`config.mk`:
```
export PLATFORM = sky130hd
export DESIGN_NAME = bin_to_bcd_seq_flat
export DESIGN_NICKNAME = d
export VERILOG_FILES = /design/src/rtl/bin_to_bcd_seq_if.sv /design/src/rtl/bin_to_bcd_seq.sv /design/src/flat_wrapper.sv
export SDC_FILE = /design/constraint.sdc
export NUM_CORES = 1
export LEC_CHECK = 0
export CORE_MARGIN = 10
export CORE_UTILIZATION = 58
export CTS_CLUSTER_SIZE = 20
export DETAILED_ROUTE_END_ITERATION = 6
export PLACE_DENSITY_LB_ADDON = 0.12
export SYNTH_ARGS = -nofsm -noshare
export SYNTH_HDL_FRONTEND = slang
export SYNTH_SLANG_ARGS = --single-unit
```
`constraint.sdc`:
```
create_clock -name clk -period 4 [get_ports clk]
set_input_delay 0.8 -clock clk [delete_from_list [all_inputs] [get_ports clk]]
set_output_delay 0.8 -clock clk [all_outputs]
set_load 0.03 [all_outputs]
```
`src/rtl/bin_to_bcd_seq_if.sv`:
```
// Conversion request/result bundle between a binary source and bin_to_bcd_seq.
// Handshake: the source raises start with bin valid only while busy=0; the converter
// accepts on that edge, holds busy through the conversion, and pulses done for one
// cycle with bcd/ovf already valid. Requests made while busy=1 are dropped, not queued.
interface bin_to_bcd_seq_if #(
  parameter int IN_W   = 14,
  parameter int DIGITS = 4
);
  logic                  start;
  logic [IN_W-1:0]       bin;
  logic [4*DIGITS-1:0]   bcd;
  logic                  busy;
  logic                  done;
  logic                  ovf;

  modport master (output start, bin, input bcd, busy, done, ovf);
  modport slave  (input start, bin, output bcd, busy, done, ovf);
endinterface

```
`src/rtl/bin_to_bcd_seq.sv`:
```
// Sequential double-dabble binary-to-BCD converter feeding the seven-segment driver.
// bcd/ovf change only when a conversion completes, so the display never shows partial digits.
module bin_to_bcd_seq #(
  parameter int IN_W   = 14,
  parameter int DIGITS = 4
) (
  input  logic                clk,
  input  logic                rst,
  bin_to_bcd_seq_if.slave     bus,
  output logic [1:0]          state_dbg
);

  localparam int          BW     = 4 * DIGITS;
  localparam int          CNT_W  = (IN_W > 1) ? $clog2(IN_W) : 1;
  localparam logic [31:0] MAXVAL = 32'(10 ** DIGITS - 1);
  localparam logic [CNT_W-1:0] LAST_CNT = CNT_W'(IN_W - 1);

  typedef enum logic [1:0] {
    IDLE  = 2'd0,
    SHIFT = 2'd1,
    LOAD  = 2'd2
  } state_t;

  state_t            state;
  logic [BW-1:0]     scratch;
  logic [BW-1:0]     adj;
  logic [BW-1:0]     shifted;
  logic [IN_W-1:0]   bin_r;
  logic [CNT_W-1:0]  cnt;
  logic              over;

  assign state_dbg = state;

  // Add-3 correction on every nibble in parallel, then the combined shift;
  // the top scratch bit falls off, which only matters for over-range inputs.
  always_comb begin
    adj = scratch;
    for (int d = 0; d < DIGITS; d++) begin
      if (scratch[4*d +: 4] >= 4'd5) begin
        adj[4*d +: 4] = scratch[4*d +: 4] + 4'd3;
      end
    end
    shifted = {adj[BW-2:0], bin_r[IN_W-1]};
  end

  always_ff @(posedge clk) begin
    if (rst) begin
      state    <= IDLE;
      scratch  <= '0;
      bin_r    <= '0;
      cnt      <= '0;
      over     <= 1'b0;
      bus.bcd  <= '0;
      bus.busy <= 1'b0;
      bus.done <= 1'b0;
      bus.ovf  <= 1'b0;
    end else begin
      case (state)
        IDLE: begin
          bus.done <= 1'b0;
          bus.busy <= 1'b0;
          if (bus.start) begin
            bin_r    <= bus.bin;
            scratch  <= '0;
            cnt      <= '0;
            over     <= (32'(bus.bin) > MAXVAL);
            bus.busy <= 1'b1;
            state    <= SHIFT;
          end
        end
        SHIFT: begin
          scratch <= shifted;
          bin_r   <= {bin_r[IN_W-2:0], 1'b0};
          cnt     <= cnt + 1'b1;
          if (cnt == LAST_CNT) begin
            // Result registers are written on the edge entering LOAD so that
            // done, bcd and ovf are all valid together during the LOAD cycle.
            bus.bcd  <= over ? {DIGITS{4'h9}} : shifted;
            bus.ovf  <= over;
            bus.done <= 1'b1;
            state    <= LOAD;
          end
        end
        LOAD: begin
          bus.done <= 1'b0;
          bus.busy <= 1'b0;
          state    <= IDLE;
        end
        default: begin
          bus.done <= 1'b0;
          bus.busy <= 1'b0;
          state    <= IDLE;
        end
      endcase
    end
  end

endmodule

```
`src/flat_wrapper.sv`:
```
// flat-port wrapper written by rule: the top's interface ports become plain ports
module bin_to_bcd_seq_flat 
#(
  parameter int IN_W   = 14,
  parameter int DIGITS = 4
)
  (clk, rst, state_dbg, bus_start, bus_bin, bus_bcd, bus_busy, bus_done, bus_ovf);
  bin_to_bcd_seq_if #(.IN_W(IN_W), .DIGITS(DIGITS)) bus_i ();
  input  logic clk;
  input  logic rst;
  output logic [1:0] state_dbg;
  input wire logic [$bits(bus_i.start)-1:0] bus_start;
  input wire logic [$bits(bus_i.bin)-1:0] bus_bin;
  output wire logic [$bits(bus_i.bcd)-1:0] bus_bcd;
  output wire logic [$bits(bus_i.busy)-1:0] bus_busy;
  output wire logic [$bits(bus_i.done)-1:0] bus_done;
  output wire logic [$bits(bus_i.ovf)-1:0] bus_ovf;
  assign bus_i.start = bus_start;
  assign bus_i.bin = bus_bin;
  assign bus_bcd = bus_i.bcd;
  assign bus_busy = bus_i.busy;
  assign bus_done = bus_i.done;
  assign bus_ovf = bus_i.ovf;
  bin_to_bcd_seq #(.IN_W(IN_W), .DIGITS(DIGITS)) u_core (.clk(clk), .rst(rst), .bus(bus_i), .state_dbg(state_dbg));
endmodule
```
==> results_dict.tcl <==
set metrics [dict create \
    final_hold_viol_count 0 \
    syn_inst 285 \
    floorplan.initialDensity_pct 59.1 \
    end_kind "primary output" \
    cts_resized 0 \
    syn_area_per_cell_um2 8.96 \
    cts_made_buffers 5 \
    use_met1_pct 18.5 \
    fin_nets 342 \
    cp_data_required_time_ns 3.20 \
    fillers 373 \
    async_flop_share_pct 0 \
    slew_viol_final 0 \
    route.vias.total 2087 \
    fp.dieH_um 86.4 \
    r2r-end "u_core.bus.bcd[2]" \
    fin_setup_tns_ns 0 \
    synth_cell_types 38 \
    dpl.cell_count 360 \
    worstMarginPinSlew_ns 0.928 \
    wl_per_cell_um 14.8 \
    synth-edff-count 0 \
    cp_top_family "flip-flops" \
    antenna_found_initial 0 \
    diodes 0 \
    clock_sinks 56 \
    wirelength_mm 5.46 \
    grt_pass1_vias 1996 \
    ant_nets 0 \
    io_pins 38 \
    grt.busiest_layer "met2" \
    slew_headroom_pct 38.1 \
    p_leak_uw 0.00114 \
    cpPeakStageDelay_ns 0.94 \
    synth_top_area_share_pct 43.9 \
    worstHoldStart "u_core.bus.done" \
    cts_tree "yes" \
    path_max_fanout 26 \
    routabilityCongestion 0.789 \
    core_um2 4320 \
    startpoint "u_core.state_dbg[1]" \
    worst-path-buf-inv 1 \
    synth_area_um2 2550 \
    place_ws_ns 1.23 \
    outcome "completed" \
    via_per_inst 5.67 \
    path_cells "clkdlybuf4s50_1" \
    synthesis.nets 312 \
    period_needed_ns 2.87 \
    rr_startpoint "u_core.state_dbg[0]" \
    netlist_top_cells_count "dfxtp_1, a21oi_1, nor2_1, inv_1, o21ai_0" \
    ctsHoldBuffers 0 \
    reg2regPathDepth 4 \
    rsz0062_at_grt "false" \
    setup_viol 0 \
    synthFlopType "dfxtp_1" \
    grtUsageMet3_pct 4.03 \
    synth_most_common_cell "dfxtp_1" \
    pwr_density_cell_nw_per_um2 337 \
    path_depth 1 \
    grt_pass1_wl_mm 9.27 \
    clk_latency_ns 0.31 \
    hold_path_class "reg -> reg" \
    port_buffers 37 \
    grt_max_degree 27 \
    root_buffer "clkbuf_8" \
    drc_errors 0 \
    drtIter0Drc 215 \
    skew_ns 0.00603 \
    synth_area_leader_cell "dfxtp_1" \
    holdPathStages 2 \
    cp-start-kind "flip-flop" \
    cts_buffer_depth 2 \
    ys_top_cells_by_area "dfxtp_1, a21oi_1, ha_1" \
    gr-total-overflow 0 \
    crit_arrival_ns 2.07 \
    cts_setup_buffers 0 \
    cts_max_level 2 \
    clkSlewWorstSetupHoldPaths_ns 0.09 \
    synth-seq-cells 56 \
    row_count 24 \
    grt_util_all_layers_pct 14.7 \
    hpwl_mm 3.90 \
    grt_use_met2_pct 24.1 \
    instances_no_fill 368 \
    peakVddDrop_uv 223 \
    ff2ff_setup_slack_ns 1.65 \
    min_period_over_period_pct 71.8 \
    die_area_um2 7460 \
    cp_slowest_cell "dfxtp_1" \
    layout_setup_ws_ns 1.13 \
    drtPass1Iterations 4 \
    crit_type "reg -> out" \
    yosysSeqAreaShare_pct 43.9 \
    max_freq_mhz 348 \
    syn2layout_area_growth_pct 17.1 \
    maxCapViolations 0 \
    yosys_warnings 0 \
    drive_above_1_share_pct 8.86 \
    setup.worst_path.end "state_dbg[1]" \
    die_w_um 86.4 \
]
## cells by family after synthesis
family	after synthesis	synth area share, %
AOI/OAI and AO/OA	98	25.2
xor gates and xnor gates	4	1.37
adders and majority gates	10	4.90
buffers and inverters	40	7.69
DFF	56	43.9
muxes	5	2.06
and+or+nand+nor	72	14.9
## sequential cells by signal, indices dropped and copies added, names as in the netlist
register and cells:
u_core.bus.bcd 16, u_core.scratch 16, u_core.bin_r 14, u_core.cnt 4, u_core.state_dbg 2, u_core.bus.busy 1
u_core.bus.done 1, u_core.bus.ovf 1, u_core.over 1
## power by group
group	leakage [µW]	switching (µW)	internal, µW
logic	0.000643	54.9	48.5
clock network	0.0000404	183	124
registers	0.000455	21.3	577
total	0.00114	259	749
## how the worst min path moves through the flow
stage,slack [ns],endpoint
2_1_floorplan,0.43,u_core.bin_r[11]
3_3_place_gp,0.44,u_core.bus.done
3_5_place_dp,0.45,u_core.bus.done
4_1_cts,0.46,u_core.bus.done
5_1_grt,0.49,u_core.bus.done
6_report,0.46,u_core.bus.done
## per-stage QoR
step                cell area (µm²)  util (%)  power (µW)  hold WS [ns]
finish                         2990      69.2        1010         0.457
global route                   2990      69.2        1050         0.494
CTS                            2990      69.2        1020         0.462
detailed placement             2900      67.0         714         0.448
global placement               2900      67.0         712         0.436
floorplan                      2550         -         680         0.426
## cells in the final DEF (no fill, tap or decap), types with 4 or more instances in the layout
cell,instances
xnor2_1,4
nand2_1,16
nand3_1,7
a32o_1,6
nor2_1,27
a22o_1,6
clkdlybuf4s50_1,37
o21ai_0,23
ha_1,10
nor3b_1,8
inv_1,23
clkbuf_8,5
dfxtp_1,56
o221a_2,9
a21oi_1,36
nand2b_1,5
a31oi_1,4
## per-layer routing
layer  wire length, µm  up-vias  share of wire, %
li1                  -     1073                 -
met1              2570      967                47
met2              2630       43                48
met3               229        4               4.2
met4                41        0              0.75
met5                 0        -                 0
## area by class of cell
type | instances | area (µm²) | area share (%)
inverters | 24 | 90.1 | 3.01
clock inverters | 3 | 23.8 | 0.795
well taps | 52 | 65.1 | 2.17
flip-flops and latches | 56 | 1120 | 37.5
clock buffers | 5 | 68.8 | 2.30
repair buffers | 39 | 385 | 12.9
multi-input cells | 189 | 1240 | 41.4
No activity file was read; power rests on OpenSTA's default activity.
==> RTL change 1: new RTL, same flow settings <==
`IN_W` is set to 14 in 3 places; all go to 18.
--- a/src/rtl/bin_to_bcd_seq_if.sv
+++ b/src/rtl/bin_to_bcd_seq_if.sv
@@ -5,3 +5,3 @@
 interface bin_to_bcd_seq_if #(
-  parameter int IN_W   = 14,
+  parameter int IN_W   = 18,
   parameter int DIGITS = 4
--- a/src/rtl/bin_to_bcd_seq.sv
+++ b/src/rtl/bin_to_bcd_seq.sv
@@ -3,3 +3,3 @@
 module bin_to_bcd_seq #(
-  parameter int IN_W   = 14,
+  parameter int IN_W   = 18,
   parameter int DIGITS = 4
--- a/src/flat_wrapper.sv
+++ b/src/flat_wrapper.sv
@@ -3,3 +3,3 @@
 #(
-  parameter int IN_W   = 14,
+  parameter int IN_W   = 18,
   parameter int DIGITS = 4
Interface: changed (resized bus_bin); port bits go from 38 to 42. No check against the original RTL was run, so the function may have changed too.
==> RTL change 1 against the original RTL <==
Final area increased by 8.4%. Worst hold slack worse by 0.019 ns. Maximum frequency is 9.0% higher. Utilization is 4.8 points higher. Critical path type is now input port to register. Sequential cell count up 5. Total power up 23%. Clock power up 60%. Routed wire length increased by 4.7%. Count of clock-buffer cells in the layout rose by 9. Synthesized area rose by 3.9%. Worst setup slack gained 0.24 ns.
==> RTL change 1: results <==
[place]
dp.cells = 374
placed_cell_area_um2 = 3067
portBuffers = 41
dp_hpwl_um = 4017
gp_congestion = 0.7725
pre_cts_slack_ns = 1.020

[power_and_ir_drop]
p_seq_frac = 0.520
seq_cell_power_uw = 643
p_leak_nw = 1.193
pwr-share-clk = 0.397
irDropWorstVdd_uv = 304.0
switchingPower_uw = 290.9

[min_path]
min_from = "u_core.bin_r[14]$_SDFFE_PP0P_"
min_to = "u_core.bin_r[15]$_SDFFE_PP0P_"
hold_depth = 2

[sta]
max_freq_mhz = 379.2
worst_pin_slew_ns = 1.262
setup_tns_ns = 0
whs_ns = 0.4387
finClkSkew_ns = 0.002959

[synthesis]
yosysSeqAreaShare = 0.4599
avgSynthCellArea_um2 = 9.031
synth_nets = 325
ys_types = 40
ys_top_cells_by_count = "dfxtp_1, nand2_1, o21ai_1, nor2_1, a21oi_1"
synthTopCellsByArea = "dfxtp_1, nand2_1, o21ai_1"

[clock_tree]
clock_latency_ns = 0.33
cts_root_buf = "clkbuf_8"
path_clk_slew_ns = 0.06
cts_setup_buffers = 0
numCtsBuffers = 9
cts_max_level = 3
cts-resized-gates = 0

[grt]
grt_usage = 0.1616
grt_pass1_wl_um = 9984
grt_pass1_vias = 2208
grt_max_degree = 35
antenna_found_initial = 0

[final_layout]
diodes = 0
fin_cells = 389
multi_input_area_um2 = 1325
largestRegisters = "u_core.bin_r x18, u_core.bus.bcd x16, u_core.scratch x16"
final_layout_size_suffix_gt1_frac = 0.08012
fillerInstances = 350
fin_nets = 364

[outcome]
outcome = "finished, final reports clean"

[routing]
drt_iter0_drc = 120
wirelength_um = 5717
route.vias.total = 2170

[worst_setup_path]
critPathArrivalTime_ns = 2.91
path_max_fanout = 34
rrSetupSlack_ns = 1.83
r2r-end = "u_core.bus.bcd[3]$_SDFFE_PP0P_"
rr_worst_depth = 4
[RTL change 1: cell types whose count changed in the layout (fill, tap and decap cells not counted), sizes merged, moves of 14 or more]
cell,delta
inv,-14
nand2,+28
o21ai,+16
a21oi,-23
[RTL change 1: how the worst max path moves through the flow]
stage / startpoint / to
6_report: rst / u_core.bin_r[11]$_SDFFE_PP0P_
5_1_grt: rst / u_core.bin_r[11]$_SDFFE_PP0P_
4_1_cts: rst / u_core.bin_r[11]$_SDFFE_PP0P_
3_5_place_dp: rst / u_core.bin_r[11]$_SDFFE_PP0P_
3_3_place_gp: rst / u_core.bin_r[15]$_SDFFE_PP0P_
2_1_floorplan: rst / u_core.bus.bcd[13]$_SDFFE_PP0P_
[RTL change 1: area by class of cell]
cell class | instances | area share
multi-input cells | 209 | 0.4084
well taps | 52 | 0.02005
inverters | 10 | 0.01157
repair buffers | 42 | 0.1288
clock inverters | 1 | 0.001543
flip-flops and latches | 61 | 0.3764
clock buffers | 14 | 0.05322
[RTL change 1: routing by layer]
layer  up-vias  routed length, um  track usage
li1       1109                  -            -
met1      1011               2597       0.1834
met2        44               2711       0.2665
met3         6                337      0.05942
met4         0                 70      0.06957
met5         -                  0            0
[RTL change 1: worst max-delay path: stages]
cell and delay [ns]:
clkdlybuf4s50_1 0.40, buf_4 0.23, o21ba_1 1.11, a22oi_1 0.25
nand2_1 0.12
[RTL change 1: cell families (layout without fill, tap and decap cells)]
kind of cell	after synthesis	in the layout	share of synthesized area
AND/OR/NAND/NOR	102	102	0.1951
multiplexers	15	15	0.05891
AO/OA/AOI/OAI	78	78	0.1847
XOR/XNOR	4	4	0.01319
flip-flops	61	61	0.4599
adder cells (fa/ha/maj)	10	10	0.04713
buffers and inverters	24	67	0.04100
==> RTL change 2: new RTL, same flow settings <==
Without the edit above. Put one more register stage on the output `state_dbg`, without a reset. The value now appears one clock later. The other outputs are not delayed to match.
--- a/src/rtl/bin_to_bcd_seq.sv
+++ b/src/rtl/bin_to_bcd_seq.sv
@@ -31,3 +31,5 @@
 
-  assign state_dbg = state;
+  always_ff @(posedge clk) begin
+    state_dbg <= state;
+  end
 
Behaviour: not the same (a bounded check fails within 4 cycles, from zero or initial values and one cycle with rst high).
==> RTL change 2 against the original RTL <==
Critical path depth increased by 4. Total power increased by 20%. Sequential cell count increased by 2. Via count increased by 3.0%. Final cell count increased by 1.6%. Final area increased by 5.1%. Worst setup slack improved by 0.21 ns. Maximum frequency increased by 8.0%. Routed wire length increased by 3.0%. Synthesized area increased by 1.7%. Highest routed layer unchanged.
==> RTL change 2: results <==
[worst_setup_path]
path_max_fanout = 20
endpoint = "u_core.scratch[6]$_SDFFE_PP0P_"

[final_layout]
fin_nets = 345
final_layout_size_suffix_gt1_frac = 0.1056

[grt]
grt_pass1_vias = 2108
grt_usage = 0.1570
grt_pass1_wl_um = 9653
grt_max_degree = 32

[power_and_ir_drop]
powerClk_uw = 521
p_seq_frac = 0.496
power.density_nw_per_um2 = 385.8
p_sw_frac = 0.2321

[routing]
drt_iter0_drc = 95
via_per_inst = 5.746
wirelength_um = 5628

[synthesis]
ys_top_cells_by_count = "dfxtp_1, nand2_1, a21oi_1, o21ai_0, nor2_1"
synthTopCellsByArea = "dfxtp_1, ha_1, a21oi_1"
synth_nets = 310

[place]
dp.cells = 359
placed_cell_area_um2 = 2960

[clock_tree]
cts_max_level = 3
clock_latency_ns = 0.34

[outcome]
outcome = "finished, final reports clean"

[sta]
worst_pin_slew_ns = 0.8190
finClkSkew_ns = 0.008050
RTL change 2: cell type report:
class | count | area share
tap | 52 | 0.02068
clock inverter | 3 | 0.01273
timing repair buffer | 39 | 0.1225
clock buffer | 12 | 0.04614
multi-input combinational | 196 | 0.4121
inverter | 14 | 0.01671
sequential | 58 | 0.3691
RTL change 2: per-layer routing:
metal  wire, um  track usage  vias to the layer above
li1           -            -                     1089
met1       2741       0.1910                      999
met2       2414       0.2412                       54
met3        410      0.06835                        7
met4         61      0.05302                        0
met5          0            0                        -
RTL change 2: cells by family after synthesis:
kind of cell | synth area share
buffers and inverters | 0.05395
adders and majority gates | 0.04817
xor gates and xnor gates | 0.01349
AOI/OAI and AO/OA | 0.2476
muxes | 0.02457
DFF | 0.4470
and+or+nand+nor | 0.1652
RTL change 2: critical path, cell delays in order:
cell,delay (ns)
clkdlybuf4s50_1,0.46
buf_4,0.27
clkinv_1,0.46
nand2_1,0.59
a2bb2o_2,0.31
RTL change 2: worst min-delay path by stage:
stage                                    from                        endpoint  depth (start not counted)
6_report       u_core.bus.bcd[5]$_SDFFE_PP0P_  u_core.bus.bcd[5]$_SDFFE_PP0P_                          2
5_1_grt        u_core.bus.bcd[1]$_SDFFE_PP0P_  u_core.bus.bcd[1]$_SDFFE_PP0P_                          2
4_1_cts        u_core.bus.bcd[9]$_SDFFE_PP0P_  u_core.bus.bcd[9]$_SDFFE_PP0P_                          2
3_5_place_dp   u_core.bus.bcd[9]$_SDFFE_PP0P_  u_core.bus.bcd[9]$_SDFFE_PP0P_                          2
3_3_place_gp   u_core.bus.bcd[9]$_SDFFE_PP0P_  u_core.bus.bcd[9]$_SDFFE_PP0P_                          2
2_1_floorplan    u_core.state[1]$_SDFFE_PP0P_     u_core.state_dbg[1]$_DFF_P_                          0
